==> config.mk <==
export PLATFORM = sky130hd
export DESIGN_NAME = mips_mc_control
export DESIGN_NICKNAME = d
export VERILOG_FILES = /design/src/rtl/mips_pkg.sv /design/src/rtl/mips_aludec.sv /design/src/rtl/mips_mc_control.sv
export SDC_FILE = /design/constraint.sdc
export NUM_CORES = 1
export LEC_CHECK = 0
export CORE_UTILIZATION = 36
export DETAILED_ROUTE_END_ITERATION = 12
export PLACE_DENSITY = 0.83
export SLEW_MARGIN = 20
export SYNTH_ARGS = -nofsm -noshare
export SYNTH_HDL_FRONTEND = slang
export SYNTH_SLANG_ARGS = --single-unit
==> constraint.sdc <==
create_clock -name clk -period 1.8 [get_ports clk]
set_input_delay 0.27 -clock clk [delete_from_list [all_inputs] [get_ports clk]]
set_output_delay 0.27 -clock clk [all_outputs]
set_load 0.02 [all_outputs]
==> src/rtl/mips_pkg.sv <==
// Shared encodings for the multicycle MIPS control unit: FSM states, opcodes,
// funct codes, ALU-op classes and ALU control values.
package mips_pkg;

    typedef enum logic [3:0] {
        FETCH   = 4'd0,
        DECODE  = 4'd1,
        MEMADR  = 4'd2,
        MEMRD   = 4'd3,
        MEMWB   = 4'd4,
        MEMWR   = 4'd5,
        EXECUTE = 4'd6,
        ALUWB   = 4'd7,
        BEQ     = 4'd8,
        ADDIEX  = 4'd9,
        ADDIWB  = 4'd10,
        JUMP    = 4'd11
    } statetype;

    typedef enum logic [1:0] {
        ALUOP_ADD   = 2'b00,
        ALUOP_SUB   = 2'b01,
        ALUOP_FUNCT = 2'b10,
        ALUOP_RSVD  = 2'b11
    } aluop_t;

    localparam logic [5:0] OP_RTYPE = 6'b000000;
    localparam logic [5:0] OP_LW    = 6'b100011;
    localparam logic [5:0] OP_SW    = 6'b101011;
    localparam logic [5:0] OP_BEQ   = 6'b000100;
    localparam logic [5:0] OP_ADDI  = 6'b001000;
    localparam logic [5:0] OP_J     = 6'b000010;

    localparam logic [5:0] FN_ADD = 6'b100000;
    localparam logic [5:0] FN_SUB = 6'b100010;
    localparam logic [5:0] FN_AND = 6'b100100;
    localparam logic [5:0] FN_OR  = 6'b100101;
    localparam logic [5:0] FN_SLT = 6'b101010;

    localparam logic [2:0] ALU_AND = 3'b000;
    localparam logic [2:0] ALU_OR  = 3'b001;
    localparam logic [2:0] ALU_ADD = 3'b010;
    localparam logic [2:0] ALU_SUB = 3'b110;
    localparam logic [2:0] ALU_SLT = 3'b111;

endpackage

==> src/rtl/mips_aludec.sv <==
// ALU decoder: maps the FSM's ALU-op class and the R-type funct field to an
// ALU operation. Purely combinational; unknown functs fall back to add.
module mips_aludec
    import mips_pkg::*;
#(
    parameter int OPW = 6,
    parameter int ACW = 3
) (
    input  aluop_t           aluop,
    input  logic [OPW-1:0]   funct,
    output logic [ACW-1:0]   alucontrol
);

    always_comb begin
        alucontrol = ACW'(ALU_ADD);
        case (aluop)
            ALUOP_ADD: alucontrol = ACW'(ALU_ADD);
            ALUOP_SUB: alucontrol = ACW'(ALU_SUB);
            ALUOP_FUNCT: begin
                case (funct)
                    OPW'(FN_ADD): alucontrol = ACW'(ALU_ADD);
                    OPW'(FN_SUB): alucontrol = ACW'(ALU_SUB);
                    OPW'(FN_AND): alucontrol = ACW'(ALU_AND);
                    OPW'(FN_OR):  alucontrol = ACW'(ALU_OR);
                    OPW'(FN_SLT): alucontrol = ACW'(ALU_SLT);
                    default:      alucontrol = ACW'(ALU_ADD);
                endcase
            end
            default: alucontrol = ACW'(ALU_ADD);
        endcase
    end

endmodule

==> src/rtl/mips_mc_control.sv <==
// Multicycle MIPS control: Moore main FSM driving register enables and datapath
// selects, plus the ALU decoder. Reset forces all write enables low immediately.
module mips_mc_control
    import mips_pkg::*;
#(
    parameter int OPW = 6,
    parameter int ACW = 3
) (
    input  logic             clk,
    input  logic             rst,
    input  logic [OPW-1:0]   op,
    input  logic [OPW-1:0]   funct,
    input  logic             zero,
    output logic             pcen,
    output logic             irwrite,
    output logic             memwrite,
    output logic             regwrite,
    output logic             iord,
    output logic             memtoreg,
    output logic             regdst,
    output logic             alusrca,
    output logic [1:0]       alusrcb,
    output logic [1:0]       pcsrc,
    output logic [ACW-1:0]   alucontrol,
    output logic             illegal
);

    statetype state, next_state, dec_state;
    aluop_t   aluop;
    logic     pcwrite, branch;
    logic     irwrite_s, memwrite_s, regwrite_s, illegal_s;

    always_ff @(posedge clk) begin
        if (rst) state <= FETCH;
        else     state <= next_state;
    end

    // Under reset the outputs decode as FETCH, whatever the register holds.
    assign dec_state = rst ? FETCH : state;

    always_comb begin
        next_state = FETCH;
        pcwrite    = 1'b0;
        branch     = 1'b0;
        irwrite_s  = 1'b0;
        memwrite_s = 1'b0;
        regwrite_s = 1'b0;
        illegal_s  = 1'b0;
        iord       = 1'b0;
        memtoreg   = 1'b0;
        regdst     = 1'b0;
        alusrca    = 1'b0;
        alusrcb    = 2'b00;
        pcsrc      = 2'b00;
        aluop      = ALUOP_ADD;
        case (dec_state)
            FETCH: begin
                irwrite_s  = 1'b1;
                pcwrite    = 1'b1;
                alusrcb    = 2'b01;
                next_state = DECODE;
            end
            DECODE: begin
                alusrcb = 2'b11;
                case (op)
                    OPW'(OP_LW), OPW'(OP_SW): next_state = MEMADR;
                    OPW'(OP_RTYPE):           next_state = EXECUTE;
                    OPW'(OP_BEQ):             next_state = BEQ;
                    OPW'(OP_ADDI):            next_state = ADDIEX;
                    OPW'(OP_J):               next_state = JUMP;
                    default: begin
                        next_state = FETCH;
                        illegal_s  = 1'b1;
                    end
                endcase
            end
            MEMADR: begin
                alusrca    = 1'b1;
                alusrcb    = 2'b10;
                next_state = (op == OPW'(OP_LW)) ? MEMRD : MEMWR;
            end
            MEMRD: begin
                iord       = 1'b1;
                next_state = MEMWB;
            end
            MEMWB: begin
                regwrite_s = 1'b1;
                memtoreg   = 1'b1;
            end
            MEMWR: begin
                iord       = 1'b1;
                memwrite_s = 1'b1;
            end
            EXECUTE: begin
                alusrca    = 1'b1;
                aluop      = ALUOP_FUNCT;
                next_state = ALUWB;
            end
            ALUWB: begin
                regwrite_s = 1'b1;
                regdst     = 1'b1;
            end
            BEQ: begin
                alusrca = 1'b1;
                aluop   = ALUOP_SUB;
                branch  = 1'b1;
                pcsrc   = 2'b01;
            end
            ADDIEX: begin
                alusrca    = 1'b1;
                alusrcb    = 2'b10;
                next_state = ADDIWB;
            end
            ADDIWB: regwrite_s = 1'b1;
            JUMP: begin
                pcwrite = 1'b1;
                pcsrc   = 2'b10;
            end
            default: next_state = FETCH;
        endcase
    end

    assign pcen     = ~rst & (pcwrite | (branch & zero));
    assign irwrite  = ~rst & irwrite_s;
    assign memwrite = ~rst & memwrite_s;
    assign regwrite = ~rst & regwrite_s;
    assign illegal  = ~rst & illegal_s;

    mips_aludec #(.OPW(OPW), .ACW(ACW)) u_aludec (
        .aluop      (aluop),
        .funct      (funct),
        .alucontrol (alucontrol)
    );

endmodule

=== Word level (Yosys, flattened, before mapping) ===
Index checks and enable logic that the tools add are counted.

* $add $sub $neg: 0
* Multipliers: 0
* Div/mod/pow operators: 0
* Magnitude comparators: 0
* Equal/unequal tests: 22
* Shifts and indexed selects: 0
* Mux-type cells: 20
* Bitwise gates (word level): 8
* Reductions and logical operators: 9

{| class="wikitable"
|+ Operator list
! cell !! count
|-
| 6-bit == test (second input constant) || 6
|-
| 4-bit one-hot mux with 6 select lines || 1
|-
| 4-bit one-hot mux with 5 select lines || 1
|-
| 4-bit by 3-bit == test with 1-bit output (second input constant) || 4
|-
| 4-bit == test (second input constant) || 4
|-
| 3-bit one-hot mux with 4 select lines || 1
|-
| 1-bit two-way mux || 11
|-
| 4-bit by 2-bit == test with 1-bit output (second input constant) || 2
|-
| 2-bit one-hot mux with 2 select lines || 2
|-
| 2-bit OR reduction || 4
|-
| 1-bit AND || 6
|-
| 6-bit by 2-bit == test with 1-bit output (second input constant) || 1
|-
| 6-bit by 3-bit == test with 1-bit output (second input constant) || 1
|-
| 6-bit by 4-bit == test with 1-bit output (second input constant) || 1
|-
| 6-bit zero test || 1
|-
| 2-bit one-hot mux with 3 select lines || 1
|-
| 3-bit one-hot mux with 2 select lines || 1
|-
| 6-bit OR reduction || 1
|-
| 4-bit by 1-bit == test with 1-bit output (second input constant) || 1
|-
| 4-bit zero test || 1
|-
| 4-bit two-way mux || 1
|-
| 4-bit OR reduction || 1
|-
| 3-bit two-way mux || 1
|-
| 3-bit OR reduction || 1
|-
| other kinds (4) || 4
|}

* Register bits after elaboration: 4
* Bits in latches: 0
* RAM bits: 0
* Bits in read-only memories: 0
* Input port bits: 15
* Output and inout bits: 16
* Memories kept: 0

=== Longest topological paths before layout ===
Gate-level depths: netlist of run 1.

* Word-level depth: 6
* Depth in mapped cells: 7
* Mapped depth without buffers: 6

=== Cells and area by module ===
A second synthesis of run 1 with hierarchy kept.

* Cells, all modules: 83
* Area, all modules: 608.1 um^2

{| class="wikitable"
|+ Modules (own cells, without submodules)
! module !! times used !! cells each !! area an instance (um^2) !! sequential area each (um^2)
|-
| mips_mc_control || 1 || 68 || 489.2 || 80.1
|-
| mips_aludec || 1 || 15 || 118.9 || 0.0
|}

=== Worst setup path after synthesis of run 1 ===
OpenSTA, ideal clock, no wires.

* Path kind: flip-flop to output port
* Start: register state[0]
* End: output port alucontrol[1]
* Arrival: 1563 ps
* Slack: -33 ps
* Cell stages (with the launch flop): 6
* Buffers on the path: 1
* Cell sequence: dfxtp_1 buf_6 or3_1 ha_1 inv_1 a211o_1

* Word-level cells in the longest chain between the ends: 5
* Elaborated cells on any way between the ends: 7

{| class="wikitable"
|+ RTL lines
! what !! RTL line !! text
|-
| start: declaration || mips_mc_control.sv:28 || <nowiki>statetype state, next_state, dec_state;</nowiki>
|-
| start signal: assignment || mips_mc_control.sv:35 || <nowiki>else state <= next_state;</nowiki>
|-
| 4-bit two-way mux (*) || mips_mc_control.sv:39 || <nowiki>assign dec_state = rst ? FETCH : state;</nowiki>
|-
| 4-bit == test / 4-bit by 3-bit == test with 1-bit output (equally long branches) || mips_mc_control.sv:56 || <nowiki>case (dec_state)</nowiki>
|-
| 2-bit one-hot mux with 2 select lines (*) || mips_mc_control.sv:56 ||
|-
| 2-bit == test / 2-bit by 1-bit == test with 1-bit output (equally long branches) || mips_aludec.sv:16 || <nowiki>case (aluop)</nowiki>
|-
| 3-bit one-hot mux with 2 select lines (*) || mips_aludec.sv:16 ||
|-
| end: declaration || mips_mc_control.sv:24 || <nowiki>output logic [ACW-1:0] alucontrol,</nowiki>
|}

Mark *: on every way between the ends. The rest lies on a longest branch, timed or not.

=== Worst setup path in the final report of run 1 ===
* Start: register state[3]
* End: output port alucontrol[1]

Same word-level chain as after synthesis.

==> run_results.csv, run 1 <==
group,metric,value,unit
outcome,status,"complete, but fails checks",
outcome,violations,"setup timing",
worst_setup_path,critical_path_class,"register to output pin",
route,wl,2310,um
layout,fin_cells,151,
synth,syn_area,639,sq um
layout,area_growth,87.3,%
global_routing,track_usage,24.5,%
global_routing,gr-total-overflow,0,
synth,syn_area_per_cell,7.52,sq um
power_and_ir_drop,switching_share,31.3,%
cts,clk_path_buf_depth,2,
route,drt-initial-drc-count,24,
power_and_ir_drop,powerDensity,305,mW/mm^2
placed_design,port_buffers,30,
global_routing,grt_pass1_vias,812,
die,die_y,44.1,um
sta,setup_viol_count_final,4,
sta,finClkSkew,2.79,ps
sta,max_freq,0.488,GHz
cts,clock_latency,230,ps
synth,synth_nets,103,
sta,setup_ws,-251,ps
global_routing,grt_pass1_wl,3460,um
route,vias_per_cell,5.65,
die,design.core.area,0.00158,sq mm
sta,tightest_slew,368,ps
sta,rsz0062_at_grt,"true",
sta,slew_violations,0,
placed_design,dp_cells,145,
sta,hold_violations,0,
cts,clock_sinks,4,
synth,synth_warnings,0,
synth,ys_seq_area_share,12.5,%
power_and_ir_drop,power,365,uW
cts,path_clk_slew,30,ps
run,max-cap-violations,0,
cts,htreeDepth,1,
synth,ys_top_cells_by_count,"11 x nor3_1, 7 x nor2_1, 5 x inv_1, 4 x dfxtp_1, 4 x nand3_1",
die,die-area,0.00195,sq mm
cts,numCtsBuffers,3,
power_and_ir_drop,p_sw,115,uW
cts,cts_tree,"done",
layout,largest_register_ffs,4,
route,ant_nets,0,
worst_hold_path,worst_hold_path_type,"input port to register",
die,die_w,44.1,um
worst_setup_path,critPathArrivalTime,1780,ps
die,num_rows,14,
power_and_ir_drop,p_int,251,uW
sta,whs,576,ps
route,first_pass_iters,8,
synth,synth_most_common_cell,"nor3_1",
layout,drive_gt1_share,48.1,%
synth,yosysTopAreaCell,"dfxtp_1",
power_and_ir_drop,comb_power_share,44.3,%
die,initial_core_util,40.6,%
layout,finalNetCount,155,
synth,synthArstFlopShare,0,%
cts,clock-root-buffer,"clkbuf_4",
worst_setup_path,required,1530,ps
placed_design,globalplace.congestion,0.857,
synth,synth_ff_type,"dfxtp_1",
sta,finalCritPeriodShare,114,%
sta,maxSlewHeadroom,75.4,%
synth,synth.distinct_cells,40,
power_and_ir_drop,ir_worst_vdd,0.359,mV
route,drc_errors,0,
die,pin_count,31,
synth,netlist_top_cells_area,"dfxtp_1 13%, nor3_1 8.6%, ha_1 5.9%, nor4b_2 4.7%, nor2_1 4.1%",
power_and_ir_drop,seq_power_share,25.9,%
layout,largest_register,"state",
synth,netlist_instances,85,
synth,synth_top_area_share,12.5,%
global_routing,grt_max_degree,16,
worst_setup_path,end_kind,"output pin",
layout,n_antenna_cell,0,
worst_setup_path,startpoint_type,"register",
global_routing,antenna_found_initial,0,
power_and_ir_drop,clock_power_share,29.8,%
placed_design,hpwl,1570,um
worst_setup_path,critPathMaxFanout,3,
layout,reg_top3,"state (4)",
sta,finalCriticalPeriod,2050,ps
synth,synth-edff-count,0,
power_and_ir_drop,leakagePower,0.000517,uW
route,vias,853,
route,avgRoutedWirePerCell,15.3,um
synth,ys_ff_latch,4,
placed_design,dp_slack,-737,ps
[path summary, 6_finish.rpt]
path	start	endpoint	slack, ps	cells after the start
worst max-delay path	state[3]	alucontrol[1]	-250	6
worst min-delay path	op[5]	state[3]	580	4
worst max register to register	state[1]	state[0]	360	6
worst min register to register	state[3]	state[0]	680	2
[per-layer routing]
metal	vias to the layer above	track usage, %	wire [um]
li1	421	-	-
met1	408	26.1	902
met2	24	45.9	1330
met3	0	3.67	72
met4	0	12.7	0
met5	-	0	0
[power groups by stage]
stage	clock (uW)	sequential [uW]	combinational (uW)
after floorplan	0	97.4	64.0
after global placement	0	95.4	146
after detailed placement	0	95.7	150
after CTS	119	94.4	151
after global routing	129	95.0	173
final	109	94.7	162
[area by class of cell]
cell class              instances  area (sq um)
flip-flops and latches          4          82.6
repair buffers                 52           449
fillers                       128           379
inverters                       5          18.8
well taps                      16          20.0
multi-input cells              71           604
clock buffers                   3          22.5
[kinds of logic after synthesis]
kind of cell | synth area share (%)
fa+ha+maj | 5.87
simple gates | 44.6
xor+xnor | 5.48
buf+inv | 9.00
compound gates | 22.5
flops | 12.5
[through the flow]
step	instance area [sq um]	setup TNS (ps)	util [%]
after floorplan	642	-2.95	-
after global placement	1070	-5980	67.6
after detailed placement	1070	-6340	67.6
after CTS	1110	-568	70.3
after global routing	1200	-975	76.0
final	1200	-504	76.0
[layout by cell type, fill, tap and decap left out, types with 2 or more instances in the layout]
| cell type | count |
|---|---|
| ha_4 | 2 |
| nor2_2 | 4 |
| nor3_2 | 2 |
| xnor2_1 | 2 |
| dlymetal6s2s_1 | 3 |
| nand2_1 | 3 |
| inv_1 | 3 |
| a211o_1 | 2 |
| dfxtp_1 | 2 |
| dlygate4sd2_1 | 3 |
| nor3_1 | 9 |
| clkdlybuf4s50_1 | 10 |
| dfxtp_2 | 2 |
| nor3b_1 | 2 |
| o21ai_1 | 2 |
| buf_6 | 8 |
| o211ai_1 | 3 |
| nor2_1 | 3 |
| nand3_1 | 3 |
| buf_4 | 22 |
| clkbuf_2 | 4 |
| and4_1 | 2 |
| xor2_1 | 2 |
| clkbuf_4 | 3 |
| buf_2 | 2 |
| inv_2 | 2 |
| and3_1 | 3 |
[timing repair]
action / CTS / global route
endpoints found under the setup margin: 16 / 13
setup buffers: 1 / 2
gates resized for setup: 65 / 39
hold buffers: 0 / 0
pin swaps: 4 / 7
[worst max-delay path: stages (launching register included)]
cell and delay [ps]:
dfxtp_2 310, nand3b_1 160, or3_4 380, ha_4 280, inv_2 30, a211o_1 220
buf_2 160
No activity file was read; power rests on OpenSTA's default activity.
==> run 2, diff against run 1 <==
CORE_UTILIZATION = 35   (was 36)
SYNTH_HIERARCHICAL = 1   (was not set)
==> run_results.csv, run 2 <==
group,metric,value,unit
cts,cts_tree,"done",
sta,finalCritPeriodShare,122,%
synth,synth.distinct_cells,41,
synth,ys_top_cells_by_count,"12 x nor3_1, 6 x inv_1, 6 x nor2_1, 4 x dfxtp_1",
global_routing,grt_pass1_wl,4200,um
worst_setup_path,required,1530,ps
synth,syn_area,608,sq um
global_routing,gr-total-overflow,0,
sta,tightest_slew,368,ps
die,pin_count,31,
worst_setup_path,crit_chain,"or3b_4 -> nor3_4 -> inv_2 -> ha_4 -> nand4bb_4 -> a21oi_4 -> buf_6",
global_routing,grt_pass1_vias,923,
synth,netlist_instances,83,
sta,max_freq,0.455,GHz
layout,area_growth,108,%
placed_design,dp_cells,158,
route,ant_nets,0,
die,initial_core_util,39.0,%
synth,netlist_top_cells_area,"dfxtp_1 13%, nor3_1 9.9%, or3b_1 4.3%, ha_1 4.1%, inv_1 3.7%",
placed_design,hpwl,1830,um
sta,finalCriticalPeriod,2200,ps
run,max-cap-violations,0,
worst_setup_path,critical_path_class,"register to output pin",
worst_setup_path,ff2ff_setup_slack,430,ps
layout,final_cell_mix,"37 x buf_4, 10 x clkdlybuf4s50_1, 8 x nor3_1, 7 x buf_2, 6 x dlygate4sd2_1",
worst_setup_path,rr_worst_depth,5,
sta,setup_viol_count_final,4,
global_routing,grt_max_degree,9,
global_routing,antenna_found_initial,0,
sta,hold_violations,0,
cts,htreeDepth,1,
route,vias,920,
route,drc_errors,3,
synth,yosysTopAreaCell,"dfxtp_1",
die,num_rows,14,
worst_setup_path,endpoint,"alucontrol[0]",
layout,finalNetCount,166,
layout,n_antenna_cell,0,
synth,synth_top_area_share,13.2,%
die,design.core.area,0.00156,sq mm
power_and_ir_drop,power,375,uW
outcome,status,"complete, but fails checks",
worst_setup_path,end_kind,"output pin",
power_and_ir_drop,leakagePower,0.000539,uW
sta,finClkSkew,1.44,ps
synth,synth-edff-count,0,
cts,clk_path_buf_depth,2,
synth,synth_ff_type,"dfxtp_1",
worst_setup_path,critPathArrivalTime,1930,ps
cts,numCtsBuffers,3,
cts,clock_latency,240,ps
layout,utilization,81.1,%
sta,setup_ws,-396,ps
route,avgRoutedWirePerCell,14.9,um
worst_setup_path,r2r-start,"state[0]",
synth,synth_warnings,6,
worst_setup_path,startpoint_type,"register",
power_and_ir_drop,powerDensity,297,mW/mm^2
cts,path_clk_slew,40,ps
worst_setup_path,worstReg2RegEnd,"state[2]",
global_routing,track_usage,29.8,%
die,die-area,0.00191,sq mm
synth,ys_ff_latch,4,
worst_hold_path,hold_depth,3,
worst_setup_path,critPathMaxFanout,5,
synth,synthArstFlopShare,0,%
worst_setup_path,startpoint,"state[0]",
sta,setup-tns-final,-1340,ps
worst_setup_path,slowest_delay,400,ps
synth,ys_seq_area_share,13.2,%
layout,multi_input_area,599,sq um
route,first_pass_iters,8,
layout,reg_top3,"state (4)",
cts,clock-root-buffer,"clkbuf_4",
route,vias_per_cell,5.64,
sta,rsz0062_at_grt,"true",
layout,layout_commonest_cell,"buf_4",
layout,fin_cells,163,
route,drt-initial-drc-count,29,
placed_design,globalplace.congestion,0.827,
layout,largest_register,"state",
die,die_y,43.7,um
cts,clock_sinks,4,
synth,synth_most_common_cell,"nor3_1",
die,die_w,43.7,um
sta,maxSlewHeadroom,75.3,%
layout,largest_register_ffs,4,
worst_hold_path,worst_hold_path_type,"input port to register",
layout,fillers,101,
synth,synth_nets,100,
synth,syn_area_per_cell,7.33,sq um
layout,regArea,82.6,sq um
worst_setup_path,cp_slowest_cell,"or3b_4",
sta,slew_violations,0,
outcome,violations,"DRC, setup timing",
layout,drive_gt1_share,51.0,%
placed_design,port_buffers,30,
route,wl,2440,um
power_and_ir_drop,ir_worst_vdd,0.310,mV
run 2: cell count changes in the layout (fill, tap and decap cells not counted), sizes merged, moves of 3 or more:
cell	change
buf	+15
a211oi	+3
dlygate4sd2	+3
clkbuf	-3
nand2	-3
nand4bb	+3
run 2: cell families after synthesis:
kind of cell | Yosys count | synth area share [%]
adders and majority gates | 2 | 4.11
AOI/OAI and AO/OA | 18 | 22.4
buffers and inverters | 10 | 7.20
DFF | 4 | 13.2
and+or+nand+nor | 46 | 48.8
xor gates and xnor gates | 3 | 4.32
run 2: routing by layer:
metal	track usage, %	vias up	wire [um]
met4	11.3	0	42
met2	52.8	37	1270
li1	-	450	-
met1	36.3	428	1030
met5	0	-	0
met3	3.75	5	94
run 2: layout make-up:
class                   instances  share of cell area, %
repair buffers                 65                   40.9
flip-flops and latches          4                   6.53
inverters                       6                   1.78
well taps                      16                   1.58
multi-input cells              69                   47.4
clock buffers                   3                   1.78
run 2: critical path, delay by kind of cell (launching register included):
family / cells / cell delay (ps)
AO/OA/AOI/OAI: 1 / 140
flip-flops: 1 / 340
adder cells (fa/ha/maj): 1 / 220
buffers and inverters: 2 / 200
AND/OR/NAND/NOR: 3 / 780
run 2: how the worst min path moves through the flow:
stage	slack, ps	start	to
after floorplan	450	rst	state[0]
after global placement	660	state[2]	state[0]
after detailed placement	680	state[2]	state[0]
after CTS	560	rst	state[1]
after global routing	580	rst	state[1]
final	560	rst	state[1]
run 2: where the power goes:
group	switching, uW	leakage, uW	total [uW]	internal (uW)
Clock	40.7	0.0000138	116	74.8
Combinational	74.5	0.000491	164	89.8
Sequential	3.06	0.0000336	95.0	91.9
run 2: timing repair:
item                                    4_1_cts  5_1_grt
endpoints found under the setup margin       16       12
pin swaps                                     6        1
resized for setup                            72       13
hold buffers                                  0        0
buffers inserted                              1        1
run 2: through the flow:
stage	hold WS [ps]	worst slack [ps]	cell area, sq um
floorplan	452	-203	681
global placement	657	-787	1220
detailed placement	680	-800	1220
global route	584	-479	1260
CTS	563	-390	1250
finish	559	-396	1260
==> run 3, diff against run 2 <==
CAP_MARGIN = 20   (was not set)
SKIP_CTS_REPAIR_TIMING = 1   (was not set)
==> run_results.csv, run 3 (same netlist as run 2, synthesis figures left out) <==
group,metric,value,unit
power_and_ir_drop,ir_worst_vdd,0.316,mV
global_routing,gr-total-overflow,0,
global_routing,grt_pass1_wl,3830,um
outcome,status,"complete, but fails checks",
sta,setup_ws,-434,ps
placed_design,hpwl,1830,um
cts,clock_latency,250,ps
global_routing,track_usage,27.1,%
worst_setup_path,required,1530,ps
layout,fillers,90,
sta,slew_violations,0,
cts,clock-root-buffer,"clkbuf_4",
power_and_ir_drop,switching_share,33.3,%
layout,final_cell_mix,"38 x buf_4, 10 x clkdlybuf4s50_1, 9 x dlymetal6s2s_1, 7 x nor3_1",
route,ant_nets,0,
power_and_ir_drop,leakagePower,0.000623,uW
cts,clock_sinks,4,
cts,path_clk_slew,40,ps
global_routing,antenna_found_initial,0,
placed_design,port_buffers,30,
route,first_pass_iters,8,
cts,numCtsBuffers,3,
layout,utilization,84.5,%
die,initial_core_util,39.0,%
worst_setup_path,rr_worst_depth,4,
sta,tightest_slew,379,ps
sta,finalCritPeriodShare,124,%
power_and_ir_drop,powerDensity,294,mW/mm^2
worst_hold_path,worst_hold_path_type,"input port to register",
cts,clk_path_buf_depth,2,
layout,multi_input_area,618,sq um
cts,htreeDepth,1,
outcome,violations,"DRC, setup timing",
route,wl,2740,um
sta,hold_violations,0,
sta,whs,491,ps
power_and_ir_drop,clock_power_share,31.6,%
layout,finalNetCount,165,
placed_design,globalplace.congestion,0.827,
power_and_ir_drop,p_int,258,uW
layout,area_growth,117,%
placed_design,dp_slack,-800,ps
worst_setup_path,critPathMaxFanout,5,
worst_setup_path,critical_path_class,"register to output pin",
die,die_w,43.7,um
worst_hold_path,hold_depth,3,
sta,finalCriticalPeriod,2230,ps
die,pin_count,31,
worst_setup_path,startpoint_type,"register",
route,drc_errors,3,
route,avgRoutedWirePerCell,16.9,um
die,die-area,0.00191,sq mm
run,max-cap-violations,0,
global_routing,grt_max_degree,9,
worst_setup_path,end_kind,"output pin",
layout,regArea,82.6,sq um
power_and_ir_drop,p_sw,129,uW
sta,maxSlewHeadroom,74.5,%
route,vias_per_cell,5.93,
layout,n_antenna_cell,0,
route,vias,961,
sta,max_freq,0.448,GHz
die,design.core.area,0.00156,sq mm
sta,rsz0062_at_grt,"true",
layout,drive_gt1_share,50.0,%
die,num_rows,14,
sta,finClkSkew,5.00,ps
die,die_y,43.7,um
sta,setup_viol_count_final,5,
worst_setup_path,critPathArrivalTime,1960,ps
layout,layout_commonest_cell,"buf_4",
layout,reg_top3,"state (4)",
cts,cts_tree,"done",
global_routing,grt_pass1_vias,901,
layout,largest_register_ffs,4,
power_and_ir_drop,seq_power_share,24.7,%
layout,largest_register,"state",
route,drt-initial-drc-count,40,
power_and_ir_drop,comb_power_share,43.7,%
[run 3: cell type report]
type	count	share of cell area, %
Multi-Input combinational cell	69	46.9
Timing Repair Buffer	64	41.9
Sequential cell	4	6.27
Clock buffer	3	1.71
Inverter	6	1.71
Tap cell	16	1.52
[run 3: routing by layer]
layer,up-vias,track usage (%),routed length (um),part of all wire [%]
met1,442,31.4,1000,36
met3,11,3.75,214,7.8
met4,0,13.1,91,3.3
li1,448,-,-,-
met5,-,0,0,0
met2,60,48.4,1430,52
[run 3: critical path: stages, from the launching register on]
cell and delay (ps):
dfxtp_1 350, or3b_4 420, nor3_4 150, inv_2 70, ha_4 230, nand4bb_4 220, a21oi_4 140, buf_6 120
[run 3: final timing paths]
check | slack [ps] | endpoint | from
worst min-delay path | 490 | state[1] | rst
worst min register to register | 650 | state[0] | state[2]
worst max register to register | 340 | state[2] | state[2]
worst max-delay path | -430 | alucontrol[0] | state[0]
[run 3: power by group through the flow]
| stage | Combinational [uW] | Sequential, uW | Clock (uW) |
|---|---|---|---|
| final | 169 | 95.5 | 122 |
| after floorplan | 60.7 | 94.9 | 0 |
| after global routing | 181 | 95.7 | 123 |
| after detailed placement | 161 | 96.3 | 0 |
| after CTS | 162 | 94.9 | 115 |
| after global placement | 156 | 96.0 | 0 |
[run 3: metrics by stage]
stage               instances  cell area, sq um  TNS (ps)  total power, uW
floorplan                  83               681      -558              156
global placement          158              1220     -6000              252
detailed placement        158              1220     -6270              257
CTS                       161              1250     -7820              372
global route              162              1320     -1640              400
finish                    162              1320     -1380              387
